File: src/rtl/lsu_pkg.sv
// Shared definitions for the load/store unit.
// Contents: FSM state encoding, decoder store-strobe patterns, load codes,
// access-size type and helpers that map a strobe/load code onto an access
// size and test an address for misalignment.
package lsu_pkg;

    // FSM state encoding (kept as plain constants for legacy tooling)
    localparam logic [1:0] S_IDLE   = 2'd0;
    localparam logic [1:0] S_REQ    = 2'd1;
    localparam logic [1:0] S_WAIT_R = 2'd2;
    localparam logic [1:0] S_RESP   = 2'd3;

    // Store byte-strobe patterns from the decoder
    localparam logic [3:0] WSTRB_SB = 4'b0001;
    localparam logic [3:0] WSTRB_SH = 4'b0011;
    localparam logic [3:0] WSTRB_SW = 4'b1111;

    // Load size/sign codes from the decoder
    localparam logic [3:0] LD_LB  = 4'b0001;
    localparam logic [3:0] LD_LH  = 4'b0011;
    localparam logic [3:0] LD_LW  = 4'b1111;
    localparam logic [3:0] LD_LBU = 4'b1001;
    localparam logic [3:0] LD_LHU = 4'b1011;

    typedef enum logic [1:0] {
        SZ_BYTE = 2'd0,
        SZ_HALF = 2'd1,
        SZ_WORD = 2'd2
    } lsu_size_t;

    // Unknown strobe patterns are treated as a full word.
    function automatic lsu_size_t store_size(input logic [3:0] wstrb);
        lsu_size_t sz;
        case (wstrb)
            WSTRB_SB: sz = SZ_BYTE;
            WSTRB_SH: sz = SZ_HALF;
            default:  sz = SZ_WORD;
        endcase
        return sz;
    endfunction

    // Unknown load codes behave as lw.
    function automatic lsu_size_t load_size(input logic [3:0] code);
        lsu_size_t sz;
        case (code)
            LD_LB, LD_LBU: sz = SZ_BYTE;
            LD_LH, LD_LHU: sz = SZ_HALF;
            default:       sz = SZ_WORD;
        endcase
        return sz;
    endfunction

    function automatic logic is_misaligned(input lsu_size_t sz, input logic [1:0] addr_lo);
        logic mis;
        case (sz)
            SZ_HALF: mis = addr_lo[0];
            SZ_WORD: mis = (addr_lo != 2'b00);
            default: mis = 1'b0;
        endcase
        return mis;
    endfunction

endpackage

File: src/rtl/lsu_align.sv
// Combinational lane logic for the load/store unit.
// Request side : addr_lo, is_store, is_load, wstrb, wdata, load_code
//                -> st_be (shifted strobes), st_wdata (lane-replicated),
//                   misaligned (size vs. address check).
// Response side: rd_addr_lo, rd_load_code, rdata -> ld_data (shifted and
//                sign/zero-extended load result).
module lsu_align
    import lsu_pkg::*;
(
    input  logic [1:0]  addr_lo,
    input  logic        is_store,
    input  logic        is_load,
    input  logic [3:0]  wstrb,
    input  logic [31:0] wdata,
    input  logic [3:0]  load_code,
    output logic [3:0]  st_be,
    output logic [31:0] st_wdata,
    output logic        misaligned,
    input  logic [1:0]  rd_addr_lo,
    input  logic [3:0]  rd_load_code,
    input  logic [31:0] rdata,
    output logic [31:0] ld_data
);

    logic [31:0] ld_shift_s;

    // Store byte enables and replicated write data
    always_comb begin
        st_be = wstrb << addr_lo;
        case (store_size(wstrb))
            SZ_BYTE: st_wdata = {4{wdata[7:0]}};
            SZ_HALF: st_wdata = {2{wdata[15:0]}};
            default: st_wdata = wdata;
        endcase
    end

    // Misalignment check; a store wins when both read and write are set
    always_comb begin
        if (is_store) begin
            misaligned = is_misaligned(store_size(wstrb), addr_lo);
        end else if (is_load) begin
            misaligned = is_misaligned(load_size(load_code), addr_lo);
        end else begin
            misaligned = 1'b0;
        end
    end

    // Load extract: move the addressed lane to bit 0, then extend
    always_comb begin
        ld_shift_s = rdata >> {rd_addr_lo, 3'b000};
        case (rd_load_code)
            LD_LB:   ld_data = {{24{ld_shift_s[7]}}, ld_shift_s[7:0]};
            LD_LBU:  ld_data = {24'h000000, ld_shift_s[7:0]};
            LD_LH:   ld_data = {{16{ld_shift_s[15]}}, ld_shift_s[15:0]};
            LD_LHU:  ld_data = {16'h0000, ld_shift_s[15:0]};
            default: ld_data = ld_shift_s;
        endcase
    end

endmodule

File: src/rtl/load_store_unit.sv
// Memory-stage load/store unit.
// Accepts one operation at a time from the pipeline (req_valid_i/req_ready_o),
// runs a request/grant/rvalid transaction on the data-memory port, and
// returns exactly one response (rsp_valid_o, rdata_o, err_o) per request.
// Ports:
//   pipeline side : req_valid_i, req_ready_o, mem_write_i, mem_read_i, addr_i,
//                   wdata_i, wstrb_i, wstrb_load_i, busy_o
//   response      : rsp_valid_o, rdata_o, err_o
//   memory port   : dmem_req_o, dmem_gnt_i, dmem_we_o, dmem_addr_o, dmem_be_o,
//                   dmem_wdata_o, dmem_rvalid_i, dmem_rdata_i
// Misaligned and no-op requests skip the bus and respond the next cycle.
// A request stuck in REQ/WAIT_R for TIMEOUT_CYCLES cycles is abandoned
// with err_o=1. All outputs are registered.
module load_store_unit
    import lsu_pkg::*;
#(
    parameter int unsigned TIMEOUT_CYCLES = 16,
    parameter int unsigned ADDR_W         = 32
) (
    input  logic              clk_i,
    input  logic              reset_i,
    input  logic              req_valid_i,
    output logic              req_ready_o,
    input  logic              mem_write_i,
    input  logic              mem_read_i,
    input  logic [ADDR_W-1:0] addr_i,
    input  logic [31:0]       wdata_i,
    input  logic [3:0]        wstrb_i,
    input  logic [3:0]        wstrb_load_i,
    output logic              busy_o,
    output logic              rsp_valid_o,
    output logic [31:0]       rdata_o,
    output logic              err_o,
    output logic              dmem_req_o,
    input  logic              dmem_gnt_i,
    output logic              dmem_we_o,
    output logic [ADDR_W-1:0] dmem_addr_o,
    output logic [3:0]        dmem_be_o,
    output logic [31:0]       dmem_wdata_o,
    input  logic              dmem_rvalid_i,
    input  logic [31:0]       dmem_rdata_i
);

    localparam int unsigned      CNT_W        = $clog2(TIMEOUT_CYCLES) + 1;
    localparam logic [CNT_W-1:0] TIMEOUT_LAST = CNT_W'(TIMEOUT_CYCLES - 1);

    logic [1:0]       state_r;
    logic [1:0]       state_next_s;
    logic [CNT_W-1:0] cnt_r;
    logic [1:0]       addr_lo_r;
    logic [3:0]       load_code_r;

    logic             accept_s;
    logic             is_store_s;
    logic             is_load_s;
    logic             misaligned_s;
    logic             go_bus_s;
    logic             timeout_s;
    logic [3:0]       st_be_s;
    logic [31:0]      st_wdata_s;
    logic [31:0]      ld_data_s;

    assign accept_s   = req_valid_i & req_ready_o;
    assign is_store_s = mem_write_i;
    assign is_load_s  = mem_read_i & ~mem_write_i;
    assign go_bus_s   = (is_store_s | is_load_s) & ~misaligned_s;
    assign timeout_s  = (cnt_r == TIMEOUT_LAST);

    lsu_align u_align (
        .addr_lo      (addr_i[1:0]),
        .is_store     (is_store_s),
        .is_load      (is_load_s),
        .wstrb        (wstrb_i),
        .wdata        (wdata_i),
        .load_code    (wstrb_load_i),
        .st_be        (st_be_s),
        .st_wdata     (st_wdata_s),
        .misaligned   (misaligned_s),
        .rd_addr_lo   (addr_lo_r),
        .rd_load_code (load_code_r),
        .rdata        (dmem_rdata_i),
        .ld_data      (ld_data_s)
    );

    // Next-state logic; grant/rvalid take priority over the timeout
    always_comb begin
        state_next_s = state_r;
        case (state_r)
            S_IDLE: begin
                if (accept_s) begin
                    state_next_s = go_bus_s ? S_REQ : S_RESP;
                end else begin
                    state_next_s = S_IDLE;
                end
            end
            S_REQ: begin
                if (dmem_gnt_i) begin
                    state_next_s = dmem_we_o ? S_RESP : S_WAIT_R;
                end else if (timeout_s) begin
                    state_next_s = S_RESP;
                end else begin
                    state_next_s = S_REQ;
                end
            end
            S_WAIT_R: begin
                if (dmem_rvalid_i || timeout_s) begin
                    state_next_s = S_RESP;
                end else begin
                    state_next_s = S_WAIT_R;
                end
            end
            S_RESP:  state_next_s = S_IDLE;
            default: state_next_s = S_IDLE;
        endcase
    end

    // State, timeout counter, request capture and registered outputs
    always_ff @(posedge clk_i) begin
        if (reset_i) begin
            state_r      <= S_IDLE;
            cnt_r        <= {CNT_W{1'b0}};
            addr_lo_r    <= 2'b00;
            load_code_r  <= 4'b0000;
            req_ready_o  <= 1'b1;
            busy_o       <= 1'b0;
            rsp_valid_o  <= 1'b0;
            rdata_o      <= 32'h0000_0000;
            err_o        <= 1'b0;
            dmem_req_o   <= 1'b0;
            dmem_we_o    <= 1'b0;
            dmem_addr_o  <= {ADDR_W{1'b0}};
            dmem_be_o    <= 4'b0000;
            dmem_wdata_o <= 32'h0000_0000;
        end else begin
            state_r     <= state_next_s;
            req_ready_o <= (state_next_s == S_IDLE);
            busy_o      <= (state_next_s != S_IDLE);
            rsp_valid_o <= (state_next_s == S_RESP);
            case (state_r)
                S_IDLE: begin
                    if (accept_s) begin
                        cnt_r       <= {CNT_W{1'b0}};
                        addr_lo_r   <= addr_i[1:0];
                        load_code_r <= wstrb_load_i;
                        rdata_o     <= 32'h0000_0000;
                        err_o       <= misaligned_s;
                        if (go_bus_s) begin
                            dmem_req_o   <= 1'b1;
                            dmem_we_o    <= is_store_s;
                            dmem_addr_o  <= {addr_i[ADDR_W-1:2], 2'b00};
                            dmem_be_o    <= is_store_s ? st_be_s : 4'b1111;
                            dmem_wdata_o <= is_store_s ? st_wdata_s : 32'h0000_0000;
                        end
                    end
                end
                S_REQ: begin
                    cnt_r <= cnt_r + CNT_W'(1);
                    // Bus outputs stay stable until grant, then drop
                    if (dmem_gnt_i || timeout_s) begin
                        dmem_req_o   <= 1'b0;
                        dmem_we_o    <= 1'b0;
                        dmem_addr_o  <= {ADDR_W{1'b0}};
                        dmem_be_o    <= 4'b0000;
                        dmem_wdata_o <= 32'h0000_0000;
                    end
                    if (!dmem_gnt_i && timeout_s) begin
                        err_o <= 1'b1;
                    end
                end
                S_WAIT_R: begin
                    cnt_r <= cnt_r + CNT_W'(1);
                    if (dmem_rvalid_i) begin
                        rdata_o <= ld_data_s;
                    end else if (timeout_s) begin
                        err_o <= 1'b1;
                    end
                end
                S_RESP: begin
                    rdata_o <= 32'h0000_0000;
                    err_o   <= 1'b0;
                end
                default: begin
                    rdata_o <= 32'h0000_0000;
                    err_o   <= 1'b0;
                end
            endcase
        end
    end

endmodule

File: config.mk
export PLATFORM = sky130hd
export DESIGN_NAME = load_store_unit
export DESIGN_NICKNAME = d
export VERILOG_FILES = /design/src/rtl/lsu_pkg.sv /design/src/rtl/lsu_align.sv /design/src/rtl/load_store_unit.sv
export SDC_FILE = /design/constraint.sdc
export NUM_CORES = 1
export LEC_CHECK = 0
export CAP_MARGIN = 20
export CORE_UTILIZATION = 45
export CTS_CLUSTER_DIAMETER = 120
export DETAILED_ROUTE_END_ITERATION = 10
export MAX_ROUTING_LAYER = met4
export PLACE_DENSITY = 0.93
export SYNTH_ARGS = -nofsm -noshare
export SYNTH_HDL_FRONTEND = slang
export SYNTH_SLANG_ARGS = --single-unit
File: constraint.sdc
create_clock -name clk_i -period 2.6 [get_ports clk_i]
set_clock_uncertainty 0.15 [all_clocks]
set_input_delay 0.52 -clock clk_i [delete_from_list [all_inputs] [get_ports clk_i]]
set_output_delay 0.52 -clock clk_i [all_outputs]
set_load 0.03 [all_outputs]
After elaboration in Yosys (flattened, before gate mapping):

Index checks and enable logic that the tools add are counted.
Widths: inputs -> output; s select.

* output and inout bits: 106
* logic and storage cells: 118
* flip-flop bits (word level): 119

* bitwise gates (word level): 6
* shift-type cells: 2
* reduce and logical (&&, ||, !) cells: 20
* $add $sub $neg: 1
* muxes and demuxes: 48
* equal/unequal tests: 27

Operators with widths (count)
* $mux 32: 8
* $pmux 32 s2: 3
* $pmux 32 s4: 1
* $pmux 32 s3: 1
* $shr 32x5->32: 1
* $eq 4x4->1 const B: 4
* $mux 4: 4
* $mux 2: 7
* $ne 2x2->1 const B: 7
* $mux 1: 13
* $eq 4x1->1 const B: 3
* $eq 4x2->1 const B: 3
* $eq 2x2->1 const B: 5
* $pmux 5 s2: 1
* $eq 2x1->1 const B: 4
* $pmux 1 s2: 4
* $pmux 2 s2: 2
* $pmux 2 s4: 1
* $pmux 4 s2: 1
* $reduce_and 4->1: 2
* $reduce_bool 2->1: 4
* $logic_not 2->1: 3
* $reduce_or 2->1: 3
* $add 5x1->5 const B: 1
* other kinds (13): 18

Logic depth before layout (Yosys ltp):

* word-level depth: 15
* gate-level depth with buffers: 10
* depth with buffers taken out: 7

Hierarchy:

A second synthesis with hierarchy kept.

* cell total of the unflattened synthesis: 573
* area total of the unflattened synthesis: 5454.0 µm²

Modules (own cells, without submodules)
* load_store_unit: cells each 399, area each 4120.2 µm², instances 1
* lsu_align: cells each 174, area each 1333.8 µm², instances 1

Worst setup path before layout:

OpenSTA, ideal clock, no wires.

* path type: reg-to-reg
* start point: register cnt_r[0]
* end point: register dmem_wdata_o[29]
* path buffers: 2
* path slack: 0.417 ns
* setup time: 0.092 ns
* arrival time: 1.940 ns
* required time: 2.358 ns
* cell stages (with the launch flop): 10
* cell sequence: dfxtp_1 -> ha_1 -> and3_1 -> ha_1 -> nor2_1 -> a211oi_2 -> buf_2 -> buf_1 -> o2111ai_1 -> o32ai_1

* word-level cells in the longest chain between the ends: 4

Ends and longest elaborated chain
* start, declared: line load_store_unit.sv:49 `logic [CNT_W-1:0] cnt_r;`
* start signal, assigned: line load_store_unit.sv:121 `cnt_r <= {CNT_W{1'b0}};`
* start signal, assigned: line load_store_unit.sv:142 `cnt_r <= {CNT_W{1'b0}};`
* start signal, assigned: line load_store_unit.sv:157 `cnt_r <= cnt_r + CNT_W'(1);`
* $eq 5x4->1: line load_store_unit.sv:67 `assign timeout_s = (cnt_r == TIMEOUT_LAST);`
* $logic_or 1x1->1: line load_store_unit.sv:159 `if (dmem_gnt_i || timeout_s) begin`
* $ne 2x2->1 (no line)
* $reduce_and 4->1 (no line)
* end signal, assigned: line load_store_unit.sv:152 `dmem_wdata_o <= is_store_s ? st_wdata_s : 32'h0000_0000;`
* end, declared: line load_store_unit.sv:39 `output logic [31:0] dmem_wdata_o,`

Every way passes these cells.
A chain may end at the register's enable or synchronous reset.

Final worst setup path:

* start point: register cnt_r[0]
* end point: register dmem_wdata_o[10]

The elaborated chain is that of the path after synthesis.

==> flow_summary.json <==
{
  "cp-end-kind": "flip-flop",
  "fmax_mhz": 414,
  "setup_ws_ns": 0.185,
  "status": "completed",
  "cts_buffers": 17,
  "clock_power_share": 0.308,
  "grt_antenna_before_repair": 0,
  "drtIter0Drc": 681,
  "drive_above_1_share": 0.124,
  "rr_worst_depth": 7,
  "p_total_w": 0.00811,
  "grt_pass1_vias": 6025,
  "firstDrtPassIters": 5,
  "r2r_start": "cnt_r[0]",
  "rows": 41,
  "gr-usage-all-layers": 0.304,
  "hold_ws_ns": 0.264,
  "cts_resized": 0,
  "synth_cells": 642,
  "hp-start": "reset_i",
  "drtAntennaViolNets": 0,
  "wire_per_inst_um": 19.1,
  "area_growth_pct": 52.3,
  "via_count": 6119,
  "fp.dieW_um": 116,
  "rsz0062_at_grt": "no",
  "crit_type": "reg2reg",
  "async_flop_share": 0,
  "ys_types": 55,
  "nFillCells": 889,
  "worst-endpoint-required_ns": 2.78,
  "maxSlewHeadroom": 0.501,
  "period_share": 0.929,
  "comb_power_share": 0.415,
  "setup_violations": 0,
  "peakVddDrop_mv": 0.608,
  "finalWeightedCongestion": 0.922,
  "swShare": 0.381,
  "pre_cts_slack_ns": -0.0421,
  "hold_viol": 0,
  "syn_area_um2": 5830,
  "syn-mean-instance-area_um2": 9.08,
  "cts_tree": "built",
  "cts_sinks": 117,
  "crit_path_start_kind": "flip-flop",
  "grt_max_degree": 64,
  "rrSetupSlack_ns": 0.18,
  "fp.dieH_um": 116,
  "yosysWarningCount": 0,
  "ios": 217,
  "power_leakage_nw": 3.08,
  "maxSlewViolCount": 0,
  "crit_arrival_ns": 2.59,
  "dp_hpwl_um": 13800,
  "tns_ns": 0,
  "grt_overflow_total": 0,
  "initial_utilization": 0.462,
  "hold_buffers": 0,
  "root_buffer": "clkbuf_16",
  "clk_pin_slew_ns": 0.06,
  "sequentialPowerShare": 0.277,
  "drt-total-wl_um": 19800,
  "cp_max_fo": 8,
  "fin_util": 0.704,
  "cts_setup_buffers": 0,
  "r2r_end": "dmem_wdata_o[10]",
  "die_area_um2": 13400,
  "ys_seq_area_frac": 0.402,
  "num_antenna_cells": 0,
  "ys.flop_type": "dfxtp_1",
  "timing.final.crit_period_ns": 2.42,
  "p_int_w": 0.00502,
  "min_path_type": "in2reg",
  "worst_slew_pin_slew_ns": 0.742,
  "worst_hold_path.endpoint": "load_code_r[0]",
  "place.port_buffers": 214,
  "synth_edf_count": 0,
  "grt_pass1_wl_um": 30400,
  "power.density_nw_per_um2": 913,
  "core_region_area_um2": 12600,
  "viasPerCell": 5.90,
  "p_switching_w": 0.00309,
  "final_nets": 969,
  "min_path_cells": 2,
  "ys_ff_latch": 117,
  "cts_max_level": 4,
  "drc": 0,
  "cap_violations": 0,
  "clkLatencyLatePin_ns": 0.43,
  "ctsLongestPathBuffers": 2
}
cell type report:
class                      count  area, um^2  share of cell area
timing repair buffer         250        2480               0.279
clock inverter                13         180              0.0203
sequential                   117        2340               0.264
clock buffer                  19         443              0.0499
multi-input combinational    432        3090               0.349
tap                          172         215              0.0242
inverter                      34         128              0.0144
metal layers:
metal / routed length [um] / up-vias / part of all wire / GRT usage
met5: 0 / - / 0 / -
met4: 690 / 0 / 0.035 / 0.157
met3: 1760 / 62 / 0.089 / 0.0957
met2: 9630 / 334 / 0.49 / 0.490
met1: 7740 / 2925 / 0.39 / 0.338
li1: - / 2798 / - / -
logic make-up after synthesis:
kind of cell | share of synthesized area
AO/OA/AOI/OAI | 0.270
adder cells (fa/ha/maj) | 0.0129
buffers and inverters | 0.0697
flip-flops | 0.402
multiplexers | 0.0927
other | 0.000643
AND/OR/NAND/NOR | 0.152
registers in the layout (all words and copies together), names as in the netlist:
| register | flops |
|---|---|
| state_r | 2 |
| dmem_be_o | 4 |
| dmem_we_o | 1 |
| err_o | 1 |
| dmem_req_o | 1 |
| busy_o | 1 |
| dmem_wdata_o | 32 |
| rsp_valid_o | 1 |
| addr_lo_r | 2 |
| rdata_o | 32 |
| dmem_addr_o | 30 |
| req_ready_o | 1 |
| cnt_r | 5 |
| load_code_r | 4 |
Yosys cell counts (all sizes together), types with 2 or more instances:
cell type	instances	area, um^2
a211o	2	17.5
a211oi	3	27.5
a21oi	63	315
a221o	8	80.1
a22o	12	105
a2bb2oi	8	70.1
and3	2	12.5
buf	25	145
clkbuf	35	134
dfxtp	117	2340
ha	6	75.1
inv	34	128
mux2	16	180
mux2i	36	360
nand2	43	161
nand2b	11	68.8
nand3	19	95.1
nand3b	4	30.0
nand4b	30	263
nor2	27	123
nor2b	7	43.8
nor3	2	10.0
nor3b	2	31.3
nor4	3	31.3
o2111ai	17	149
o21a	3	22.5
o21ai	59	299
o32ai	33	368
or2	2	12.5
worst max-delay path, stage by stage, from the launching register on:
cell and delay (ns):
dfxtp_1 0.37, ha_1 0.21, and3_1 0.18, ha_1 0.19, nor2_1 0.10, a211oi_4 0.38, nand2_1 0.37, o32ai_2 0.36
power groups by stage:
stage	combinational (W)	clock (W)	sequential, W
after floorplan	0.00161	0	0.00268
after global placement	0.00323	0	0.00226
after detailed placement	0.00328	0	0.00227
after CTS	0.00331	0.00252	0.00224
after global routing	0.00356	0.00260	0.00227
final	0.00336	0.00250	0.00225
worst max-delay path by stage:
stage / startpoint / endpoint / slack [ns] / cells after the start
2_1_floorplan: cnt_r[0] / dmem_wdata_o[29] / 0.42 / 9
3_3_place_gp: mem_write_i / dmem_we_o / 0.06 / 7
3_5_place_dp: addr_i[0] / dmem_addr_o[20] / -0.04 / 7
4_1_cts: cnt_r[0] / dmem_addr_o[20] / 0.13 / 8
5_1_grt: cnt_r[0] / dmem_wdata_o[13] / 0.01 / 7
6_report: cnt_r[0] / dmem_wdata_o[10] / 0.18 / 7
metrics by stage:
stage	area (um^2)	instances
after CTS	8870	1037
final	8880	1037
after floorplan	5830	643
after global routing	8880	1037
after detailed placement	8250	1005
after global placement	8250	1005
cells in the final DEF, fill, tap and decap left out, types with 5 or more instances in the layout:
master           instances
a2bb2oi_1                8
buf_4                   31
inv_1                   34
a21oi_1                 63
nand4b_1                30
a22o_1                  12
ha_1                     6
nor2b_1                  7
o32ai_2                  8
mux2i_1                 36
o2111ai_1               17
dfxtp_1                117
a221o_1                  8
nand2b_1                11
nand2_1                 43
nor2_1                  24
clkdlybuf4s50_1        213
buf_12                   5
mux2_2                  16
o21ai_0                 57
o32ai_1                 24
clkbuf_16               17
nand3_1                 19
No activity file was read; power rests on OpenSTA's default activity.
